$ cat src/rtl/sdram_pkg.sv
// sdram_pkg: shared SDRAM command encodings, bus widths and arbiter state encoding
package sdram_pkg;
   localparam int ADDR_W = 13;
   localparam int BANK_W = 2;
   localparam logic [3:0] CMD_NOP  = 4'b0111;
   localparam logic [3:0] CMD_AREF = 4'b0001;
   localparam logic [3:0] CMD_PRE  = 4'b0010;
   localparam logic [3:0] CMD_ACT  = 4'b0011;
   localparam logic [3:0] CMD_WR   = 4'b0100;
   localparam logic [3:0] CMD_RD   = 4'b0101;
   typedef enum logic [2:0] {IDLE, ARBIT, AREF, WRITE, READ} state_t;
endpackage

$ cat src/rtl/sdram_cmd_mux.sv
// sdram_cmd_mux: selects the current bus owner's cmd/addr/bank from the arbiter state
// Ports: state in; init/aref/wr/rd cmd, addr (and wr/rd bank) in; cmd/addr/bank out.
// IDLE hands the pins to the init sequencer; ARBIT drives NOP with zero addr/bank.
module sdram_cmd_mux
   import sdram_pkg::*;
#(
   parameter logic [3:0] NOP = 4'b0111
) (
   input  state_t              state,
   input  logic [3:0]          init_cmd,
   input  logic [ADDR_W-1:0]   init_addr,
   input  logic [3:0]          aref_cmd,
   input  logic [ADDR_W-1:0]   aref_addr,
   input  logic [3:0]          wr_cmd,
   input  logic [ADDR_W-1:0]   wr_addr,
   input  logic [BANK_W-1:0]   wr_bank,
   input  logic [3:0]          rd_cmd,
   input  logic [ADDR_W-1:0]   rd_addr,
   input  logic [BANK_W-1:0]   rd_bank,
   output logic [3:0]          cmd,
   output logic [ADDR_W-1:0]   addr,
   output logic [BANK_W-1:0]   bank
);
   assign cmd  = (state == IDLE)  ? init_cmd  :
                 (state == AREF)  ? aref_cmd  :
                 (state == WRITE) ? wr_cmd    :
                 (state == READ)  ? rd_cmd    : NOP;
   assign addr = (state == IDLE)  ? init_addr :
                 (state == AREF)  ? aref_addr :
                 (state == WRITE) ? wr_addr   :
                 (state == READ)  ? rd_addr   : '0;
   assign bank = (state == WRITE) ? wr_bank   :
                 (state == READ)  ? rd_bank   : '0;
endmodule

$ cat src/rtl/sdram_arbit.sv
// sdram_arbit: SDRAM command-bus scheduler (init hold, refresh/write/read arbitration, watchdog)
// Ports: sclk/s_rst; flag_init_end + init cmd/addr; ref/wr/rd request, end flag, cmd/addr(/bank)
// and grant pulse per requester; sdram_cke/cmd/addr/bank pins; err_timeout abort pulse.
module sdram_arbit
   import sdram_pkg::*;
#(
   parameter int         TIMEOUT_CYC = 64,
   parameter logic [3:0] CMD_NOP     = 4'b0111
) (
   input  logic              sclk,
   input  logic              s_rst,
   input  logic              flag_init_end,
   input  logic [3:0]        init_cmd,
   input  logic [ADDR_W-1:0] init_addr,
   input  logic              ref_req,
   input  logic              flag_ref_end,
   input  logic [3:0]        aref_cmd,
   input  logic [ADDR_W-1:0] aref_addr,
   output logic              ref_en,
   input  logic              wr_req,
   input  logic              flag_wr_end,
   input  logic [3:0]        wr_cmd,
   input  logic [ADDR_W-1:0] wr_addr,
   input  logic [BANK_W-1:0] wr_bank,
   output logic              wr_en,
   input  logic              rd_req,
   input  logic              flag_rd_end,
   input  logic [3:0]        rd_cmd,
   input  logic [ADDR_W-1:0] rd_addr,
   input  logic [BANK_W-1:0] rd_bank,
   output logic              rd_en,
   output logic              sdram_cke,
   output logic [3:0]        sdram_cmd,
   output logic [ADDR_W-1:0] sdram_addr,
   output logic [BANK_W-1:0] sdram_bank,
   output logic              err_timeout
);
   state_t     state, nxt;
   logic [7:0] wdt;
   logic       last_wr, busy, end_f, tmo, pick_wr;

   assign sdram_cke = 1'b1;
   assign busy      = state inside {AREF, WRITE, READ};
   // only the current owner's end flag counts; others are ignored
   assign end_f     = (state == AREF && flag_ref_end) || (state == WRITE && flag_wr_end) ||
                      (state == READ && flag_rd_end);
   assign tmo       = busy && wdt == 8'(TIMEOUT_CYC - 1) && !end_f;
   // with both pending, last_wr=1 hands the bus to the reader
   assign pick_wr   = wr_req && (!rd_req || !last_wr);

   always_comb begin
      nxt = state;
      case (state)
         IDLE:    nxt = flag_init_end ? ARBIT : IDLE;
         ARBIT:   nxt = ref_req ? AREF : pick_wr ? WRITE : rd_req ? READ : ARBIT;
         default: nxt = (end_f || tmo) ? ARBIT : state;
      endcase
   end

   always_ff @(posedge sclk or posedge s_rst) begin
      if (s_rst) begin
         state       <= IDLE;
         ref_en      <= 1'b0;
         wr_en       <= 1'b0;
         rd_en       <= 1'b0;
         err_timeout <= 1'b0;
         last_wr     <= 1'b0;
         wdt         <= '0;
      end else begin
         state       <= nxt;
         ref_en      <= state == ARBIT && nxt == AREF;
         wr_en       <= state == ARBIT && nxt == WRITE;
         rd_en       <= state == ARBIT && nxt == READ;
         err_timeout <= tmo;
         if (state == ARBIT && (nxt == WRITE || nxt == READ))
            last_wr <= nxt == WRITE;
         wdt         <= (busy && nxt == state) ? wdt + 8'd1 : '0;
      end
   end

   sdram_cmd_mux #(.NOP(CMD_NOP)) u_mux (
      .state     (state),
      .init_cmd  (init_cmd),
      .init_addr (init_addr),
      .aref_cmd  (aref_cmd),
      .aref_addr (aref_addr),
      .wr_cmd    (wr_cmd),
      .wr_addr   (wr_addr),
      .wr_bank   (wr_bank),
      .rd_cmd    (rd_cmd),
      .rd_addr   (rd_addr),
      .rd_bank   (rd_bank),
      .cmd       (sdram_cmd),
      .addr      (sdram_addr),
      .bank      (sdram_bank)
   );
endmodule

$ cat config.mk
export PLATFORM = sky130hd
export DESIGN_NAME = sdram_arbit
export DESIGN_NICKNAME = d
export VERILOG_FILES = /design/src/rtl/sdram_pkg.sv /design/src/rtl/sdram_cmd_mux.sv /design/src/rtl/sdram_arbit.sv
export SDC_FILE = /design/constraint.sdc
export NUM_CORES = 1
export LEC_CHECK = 0
export CORE_ASPECT_RATIO = 0.7
export CORE_MARGIN = 3
export CORE_UTILIZATION = 35
export CTS_BUF_LIST = sky130_fd_sc_hd__clkbuf_16
export DETAILED_ROUTE_END_ITERATION = 8
export GPL_ROUTABILITY_DRIVEN = 0
export MAX_ROUTING_LAYER = met4
export PLACE_DENSITY = 0.83
export SKIP_LAST_GASP = 1
export SLEW_MARGIN = 20
export SYNTH_ARGS = -nofsm -noshare
export SYNTH_HDL_FRONTEND = slang
export SYNTH_SLANG_ARGS = --single-unit
$ cat constraint.sdc
create_clock -name sclk -period 2.35 [get_ports sclk]
set_input_delay 0.3525 -clock sclk [delete_from_list [all_inputs] [get_ports sclk]]
set_output_delay 0.3525 -clock sclk [all_outputs]
set_load 0.005 [all_outputs]
==> reports/results.env, run 1 <==
OUTCOME='finished, final reports clean'
SHARE_SEQ_OF_TOTAL_POWER_PCT=15.9
ROUTE.DETAILED.VIAS_PER_INST=4.85
DR_TOTAL_VIAS=1737
FINAL_HOLD_VIOL_COUNT=0
TOTAL_POWER_uW=2400
ROUTE.DETAILED.DRC=0
ANTENNA_LEFT=0
CTS_POST_SETUP_BUFFERS_INSERTED=0
CLOCK-ROOT-BUFFER='clkbuf_16'
SEQ_AREA_UM2=400
LAYOUT_WORST_PATH_CYCLE_SHARE_PCT=97.6
GRT_OVERFLOW_TOTAL=0
FINISH.INSTANCE_AREA_UM2=2660
YOSYSUNIQUECELLTYPES=40
SYN2LAYOUT_AREA_GROWTH_PCT=81.5
POSTSYNTHREGISTERBITS=16
AVERAGE_WIRE_PER_CELL_IN_THE_ROUTED_DESIGN_UM=13.7
SYNTH.NET_COUNT=289
PLACEMENT_ROWS=18
YOSYSSEQAREASHARE_PCT=27.4
CRITICAL_PATH_DEPTH=5
CRIT_SLOWEST_CELL='clkdlybuf4s50_1'
TIMING.FINAL.SETUP_VIOLATIONS=0
PLACEDINSTANCEAREA_UM2=2570
YOSYS.AREA.TOP_TYPE='dfrtp_1'
PATH_DELAY_FAMILY='buffers and inverters'
PIN_COUNT_OF_THE_BIGGEST_NET_ENTERING_GLOBAL_ROUTING=19
WORSTSKEWPAIRLATENCY_NS=0.25
PLACEMENT.SETUP.WORST_SLACK_NS=0.150
SYN_INST=207
WORST_EP_REQUIRED_TIME_NS=2.00
SYNTH_AREA_PER_CELL_UM2=7.07
TIMING.CRITICAL_PATH.FANOUT_MAX=13
IOS=105
CLKTRANSATPATHREGS_NS=0.05
DIE_X_UM=83.3
FLOORPLAN.INITIALDENSITY_PCT=38.9
TIMING.MAX_SLEW.REL_SLACK_PCT=59.5
NUMCTSBUFFERS=3
CORE_UM2=3760
SYNTH_AREA_UM2=1460
OVERALL_GLOBAL_ROUTING_USAGE_PCT=20.1
POWER.IR.VDD_WORST_V=0.000511
PWR-SHARE-CLK_PCT=14.2
CTS.SINKS=16
DIODES=0
POST-DP-HPWL_MM=3.95
INSTANCES_NO_FILL=358
FILLERS=317
POSTLAYOUTSETUPSLACKWORST_NS=0.0565
CRITPATHCAPTURETYPE='output pin'
FMAXACHIEVABLE_MHz=436
WL_MM=4.91
POST-SYNTH-TOP-AREA-FRACTION_PCT=27.4
NET-SWITCHING-POWER_uW=900
INTERNAL-POWER_uW=1500
CTS-HTREE-LEVELS=1
FINAL.SETUP_SKEW_NS=0.00655
TOTAL_LEAKAGE_POWER_uW=0.00113
NUMPORTBUFFERS=103
COMBPWRFRAC_PCT=70.0
CTS_TREE='done'
POWER_DENSITY_nW_PER_UM2=905
LAYOUT_MIN_CYCLE_TIME_NS=2.29
LAYOUT-DRIVE-GT1-SHARE_PCT=7.47
WORST_R2R_PATH_DEPTH=5
RR_STARTPOINT='state[1]'
SLOWEST_DELAY_NS=0.45
VIA_COUNT_OF_THE_FIRST_GLOBAL_ROUTING_PASS=1735
ANTENNA_FOUND_INITIAL=0
PATH_BUF_INV=2
DIE-AREA_UM2=5010
WORST_EP_ARRIVAL_TIME_NS=1.94
SYNTH.AREA.TOP_CELLS='dfrtp_1, a21oi_1, nor2_1, o21bai_1, nor2b_1'
DRT_ITER0_MARKERS=71
YS_WARN_COUNT=0
WORSTPATHCELLLIST='buf_4 > or3_4 > nor2_1 > a21oi_1 > clkdlybuf4s50_1'
CLOCKBUFFERDEPTH=2
CRITICAL_PATH_CLASS='flop to output pin'
WIRE_LENGTH_OF_THE_FIRST_GLOBAL_ROUTING_PASS_MM=7.92
NNETSFINAL=391
RSZ0062_AT_GRT='yes'
DRTPASS1ITERATIONS=6
HP-CLASS='primary input to async pin'
DRV.MAX_CAP_VIOLATION_COUNT=0
REPORT.FINAL.SLEW_VIOL_COUNT=0
PLACE_INST=354
DIEHEIGHT_UM=60.1
SWITCHING_SHARE_PCT=37.4
WORST_SETUP_START_KIND='flop'
CRIT_PATH_START='state[2]'
POSTLAYOUTCOREUTIL_PCT=70.6
WORST_PIN_SLEW_NS=0.592
MULTIINPUTGATEAREA_UM2=932
==> area by class of cell <==
class / count / share of cell area [%]
repair buffers: 112 / 42.0
multi-input cells: 158 / 35.1
flip-flops and latches: 16 / 15.1
clock buffers: 3 / 2.83
inverters: 18 / 2.54
well taps: 50 / 2.36
clock inverters: 1 / 0.141
==> kinds of logic (layout without fill, tap and decap cells) <==
| family | Yosys count | count (layout) | share of synthesized area, % |
|---|---|---|---|
| fa+ha+maj | 1 | 1 | 0.855 |
| other cells | 1 | 1 | 0.256 |
| compound gates | 64 | 64 | 28.7 |
| buf+inv | 33 | 134 | 9.40 |
| simple gates | 85 | 85 | 29.1 |
| mux | 1 | 1 | 0.684 |
| flops | 16 | 16 | 27.4 |
| xor+xnor | 6 | 6 | 3.59 |
==> routing by layer <==
| layer | track usage [%] | up-vias | part of all wire (%) |
|---|---|---|---|
| met5 | - | - | 0 |
| met4 | 2.10 | 0 | 0.29 |
| met3 | 4.68 | 3 | 6.4 |
| met2 | 36.5 | 60 | 50 |
| met1 | 23.9 | 782 | 43 |
| li1 | - | 892 | - |
==> placed cells by master, fill, tap and decap left out, drive strengths merged, types with 2 or more instances in the layout <==
master / netlist / routed
a211oi: 4 / 4
a21oi: 32 / 32
a32o: 2 / 2
and4bb: 2 / 2
buf: 8 / 9
clkbuf: 7 / 3
clkdlybuf4s50: 0 / 103
dfrtp: 16 / 16
inv: 18 / 18
nand2: 20 / 20
nand3: 3 / 3
nor2: 32 / 32
nor2b: 17 / 17
nor3: 2 / 2
o21ai: 3 / 3
o21bai: 14 / 14
o22a: 4 / 4
or3b: 3 / 3
xnor2: 4 / 4
xor2: 2 / 2
==> sequential cells by signal (all words and copies together) (netlist names) <==
signal and count:
ref_en 1, state 3, last_wr 1, err_timeout 1, rd_en 1, wdt 8
wr_en 1
==> power groups by stage <==
stage	combinational [µW]	sequential (µW)	clock (µW)
after floorplan	885	367	0
after global placement	1650	378	0
after detailed placement	1680	383	0
after CTS	1690	379	343
after global routing	1850	389	355
final	1680	381	340
==> per-stage QoR <==
| step | TNS (ns) | hold slack [ns] |
|---|---|---|
| 3_3_place_gp | 0 | 0.481 |
| 3_5_place_dp | 0 | 0.530 |
| 5_1_grt | -0.0614 | 0.549 |
| 2_1_floorplan | 0 | 0.266 |
| 4_1_cts | 0 | 0.493 |
| 6_report | 0 | 0.461 |
==> synthesized netlist by cell type <==
| master | n |
|---|---|
| a2111o_1 | 1 |
| a2111oi_0 | 1 |
| a211o_2 | 1 |
| a211oi_1 | 3 |
| a211oi_2 | 1 |
| a21o_1 | 1 |
| a21oi_1 | 32 |
| a32o_1 | 2 |
| and3b_1 | 1 |
| and4bb_2 | 2 |
| buf_1 | 4 |
| buf_2 | 2 |
| buf_4 | 1 |
| buf_6 | 1 |
| clkbuf_1 | 7 |
| conb_1 | 1 |
| dfrtp_1 | 16 |
| ha_1 | 1 |
| inv_1 | 18 |
| mux2i_1 | 1 |
| nand2_1 | 20 |
| nand2b_1 | 1 |
| nand3_1 | 3 |
| nand3b_1 | 1 |
| nor2_1 | 32 |
| nor2b_1 | 16 |
| nor2b_4 | 1 |
| nor3_1 | 2 |
| nor4_1 | 1 |
| o21ai_0 | 2 |
| o21ai_2 | 1 |
| o21bai_1 | 14 |
| o22a_1 | 4 |
| o2bb2ai_1 | 1 |
| or2_2 | 1 |
| or3_1 | 1 |
| or3b_1 | 1 |
| or3b_2 | 2 |
| xnor2_1 | 4 |
| xor2_1 | 2 |
==> path summary, 6_finish.rpt <==
check / slack [ns] / endpoint
worst max-delay path: 0.06 / sdram_addr[9]
worst min-delay path: 0.46 / ref_en
worst max register to register: 0.48 / state[2]
worst min register to register: 0.54 / wdt[0]
max in group asynchronous: 1.50 / err_timeout
min in group sclk: 0.54 / wdt[0]
==> what timing repair did <==
item	4_1_cts	5_1_grt
hold buffers	0	0
gates resized for setup	1	2
setup endpoints to repair	13	7
Note: power is estimated with default switching activity, not from simulation.
==> run 2, diff against run 1 <==
- ABC_AREA: unset -> 1
- CORE_UTILIZATION: 35 -> 33
==> run 2 against run 1 <==
Sequential power up 8.9%. Clock power shrank 3%. Sequential share of layout area increased by 0.64 points. Setup slack gained 0.013 ns. Final cell count down 2.5%. Highest routed layer unchanged.
==> reports/results.env, run 2 <==
OUTCOME='finished, final reports clean'
NNETSFINAL=382
DIE_X_UM=80.5
LAYOUT_WORST_PATH_CYCLE_SHARE_PCT=97.0
ROUTE.DETAILED.DRC=0
SYNTH_MOST_COMMON_CELL='nand2_1'
PLACE_INST=335
PIN_COUNT_OF_THE_BIGGEST_NET_ENTERING_GLOBAL_ROUTING=20
INTERNAL-POWER_uW=1430
TOP_LIBRARY_CELLS_BY_USAGE_IN_THE_LAYOUT_FILL_AND_TAPS_ASIDE='clkdlybuf4s50_1, nand2_1, inv_1, o2111ai_1, dfrtp_1'
YOSYS.AREA.TOP_TYPE='dfrtp_1'
LAYOUT_MIN_CYCLE_TIME_NS=2.28
CORE_UM2=3630
SYNTH.NET_COUNT=268
SHARE_SEQ_OF_TOTAL_POWER_PCT=17.2
SYNTH_FF_TYPE='dfrtp_1'
POWER_DENSITY_nW_PER_UM2=937
WORST_EP_REQUIRED_TIME_NS=2.00
TIMING.FINAL.SETUP_VIOLATIONS=0
FLOORPLAN.INITIALDENSITY_PCT=35.4
TIMING.CRITICAL_PATH.FANOUT_MAX=7
SYN2LAYOUT_AREA_GROWTH_PCT=100
POST-SYNTH-TOP-AREA-FRACTION_PCT=31.2
CRITPATHCAPTURETYPE='output pin'
HP-CLASS='flop to flop'
ROUTE.DETAILED.VIAS_PER_INST=4.54
MULTIINPUTGATEAREA_UM2=746
YOSYSSEQAREASHARE_PCT=31.2
REG2REG_SLACK_NS=0.73
INSTANCES_NO_FILL=349
HOLD_SLACK_NS=0.467
DIE-AREA_UM2=4690
VIA_COUNT_OF_THE_FIRST_GLOBAL_ROUTING_PASS=1512
WORSTSKEWPAIRLATENCY_NS=0.25
LAYOUT-DRIVE-GT1-SHARE_PCT=14.7
LAYOUT.CELLS.MOST_COMMON='clkdlybuf4s50_1'
SYNTH_AREA_UM2=1280
YS_WARN_COUNT=0
IOS=105
CTS.SINKS=16
DR_TOTAL_VIAS=1583
NET-SWITCHING-POWER_uW=984
REPORT.FINAL.SLEW_VIOL_COUNT=0
SYN_INST=186
PLACEMENT_ROWS=18
OVERALL_GLOBAL_ROUTING_USAGE_PCT=21.7
LARGEST_REGISTER_FF_COUNT=8
CTS-HTREE-LEVELS=1
DRT_ITER0_MARKERS=47
LEADING_CELL_TYPES_BY_COUNT_AFTER_SYNTHESIS='nand2_1, inv_1, dfrtp_1, o2111ai_1, nor2_1'
POST_SYNTH_EDFFS=0
TIMING.MAX_SLEW.REL_SLACK_PCT=60.0
SWITCHING_SHARE_PCT=40.8
WORST_PIN_SLEW_NS=0.600
CRITICAL_PATH_CLASS='flop to output pin'
ASYNCSETRESETFLOPFRACSYNTH_PCT=100
SYNTH.AREA.TOP_CELLS='dfrtp_1, nand2_1, o2111ai_1, inv_1, nor2_2'
DRV.MAX_CAP_VIOLATION_COUNT=0
WIRE_LENGTH_OF_THE_FIRST_GLOBAL_ROUTING_PASS_MM=7.38
DRTPASS1ITERATIONS=4
CLOCKBUFFERDEPTH=2
PWR-SHARE-CLK_PCT=13.7
REG_TOP3='wdt: 8 flops, state: 3 flops'
CTS_TREE='done'
NUMCTSBUFFERS=3
POSTSYNTHREGISTERBITS=16
NUMPORTBUFFERS=103
TOP_REGISTER='wdt'
WORST_EP_ARRIVAL_TIME_NS=1.93
ANTENNA_FOUND_INITIAL=0
WL_MM=5.01
SEQ_AREA_UM2=404
COMBPWRFRAC_PCT=69.1
SYNTH_AREA_PER_CELL_UM2=6.90
DIEHEIGHT_UM=58.2
AVERAGE_WIRE_PER_CELL_IN_THE_ROUTED_DESIGN_UM=14.3
WORST_SETUP_START_KIND='flop'
POWER.IR.VDD_WORST_V=0.000521
GRT_OVERFLOW_TOTAL=0
FINAL.SETUP_SKEW_NS=0.00481
CLOCK-ROOT-BUFFER='clkbuf_16'
YOSYSUNIQUECELLTYPES=28
TOTAL_LEAKAGE_POWER_uW=0.00121
FILLERS=292
CLKTRANSATPATHREGS_NS=0.05
ANTENNA_LEFT=0
DIODES=0
POST-DP-HPWL_MM=3.92
FMAXACHIEVABLE_MHz=438
FINAL_HOLD_VIOL_COUNT=0
==> run 2: power groups by stage <==
stage	registers (µW)	logic, µW	clock network [µW]
after floorplan	382	742	0
after global placement	404	1470	0
after detailed placement	410	1490	0
after CTS	414	1570	332
after global routing	423	1800	343
final	415	1670	329
==> run 2: final cells by class <==
cell class | count | area share (%)
clock buffers | 3 | 2.92
clock inverters | 1 | 0.146
inverters | 33 | 5.40
multi-input cells | 131 | 29.0
flip-flops and latches | 16 | 15.7
well taps | 50 | 2.43
repair buffers | 114 | 44.1
repair inverters | 1 | 0.292
==> run 2: repair_timing <==
| item | in CTS | in global routing |
|---|---|---|
| hold buffers | 0 | 0 |
| pin swaps | 1 | 2 |
| endpoints found under the setup margin | 15 | 16 |
| buffers inserted | 3 | 5 |
| gates cloned | 1 | 1 |
| resized for setup | 7 | 15 |
==> run 2: kinds of logic (layout without fill, tap and decap cells) <==
kind of cell,after synthesis,in the layout,synth area share (%)
simple gates,98,98,36.7
buf+inv,39,152,12.5
compound gates,26,26,14.9
flops,16,16,31.2
xor+xnor,5,5,3.41
fa+ha+maj,1,1,0.975
other cells,1,1,0.292
==> run 2: metrics by stage <==
stage | total power [µW] | utilization (%) | setup WS, ns | TNS (ns) | cell area, µm²
4_1_cts | 2320 | 68.6 | 0.0121 | 0 | 2490
2_1_floorplan | 1120 | - | 0.804 | 0 | 1280
5_1_grt | 2560 | 70.9 | -0.00771 | -0.0103 | 2570
3_5_place_dp | 1900 | 65.0 | 0.138 | 0 | 2360
3_3_place_gp | 1880 | 65.0 | 0.156 | 0 | 2360
6_report | 2410 | 70.9 | 0.0693 | 0 | 2570
==> run 2: path summary, 6_finish.rpt <==
kind                            endpoint  cells after the start  startpoint
min                               wdt[0]                      1      wdt[0]
min in group asynchronous         ref_en                      2       s_rst
max reg2reg                       wdt[1]                      8      wdt[0]
min reg2reg                       wdt[0]                      1      wdt[0]
max                        sdram_addr[7]                      7    state[2]
max in group asynchronous       state[2]                      2       s_rst
==> run 2: layer usage <==
metal	share of wire [%]	global-route usage [%]	routed length [µm]	vias to the layer above
li1	-	-	-	827
met1	41	26.6	2080	702
met2	52	36.2	2580	44
met3	4.4	3.88	220	10
met4	2.5	7.47	123	0
met5	0	-	0	-
==> run 2: critical path, stage by stage (launching register included) <==
cell,delay (ns)
dfrtp_2,0.45
inv_4,0.10
nand2_1,0.11
nor2_4,0.18
buf_4,0.15
nand2_1,0.04
o2111ai_1,0.09
clkdlybuf4s50_1,0.55
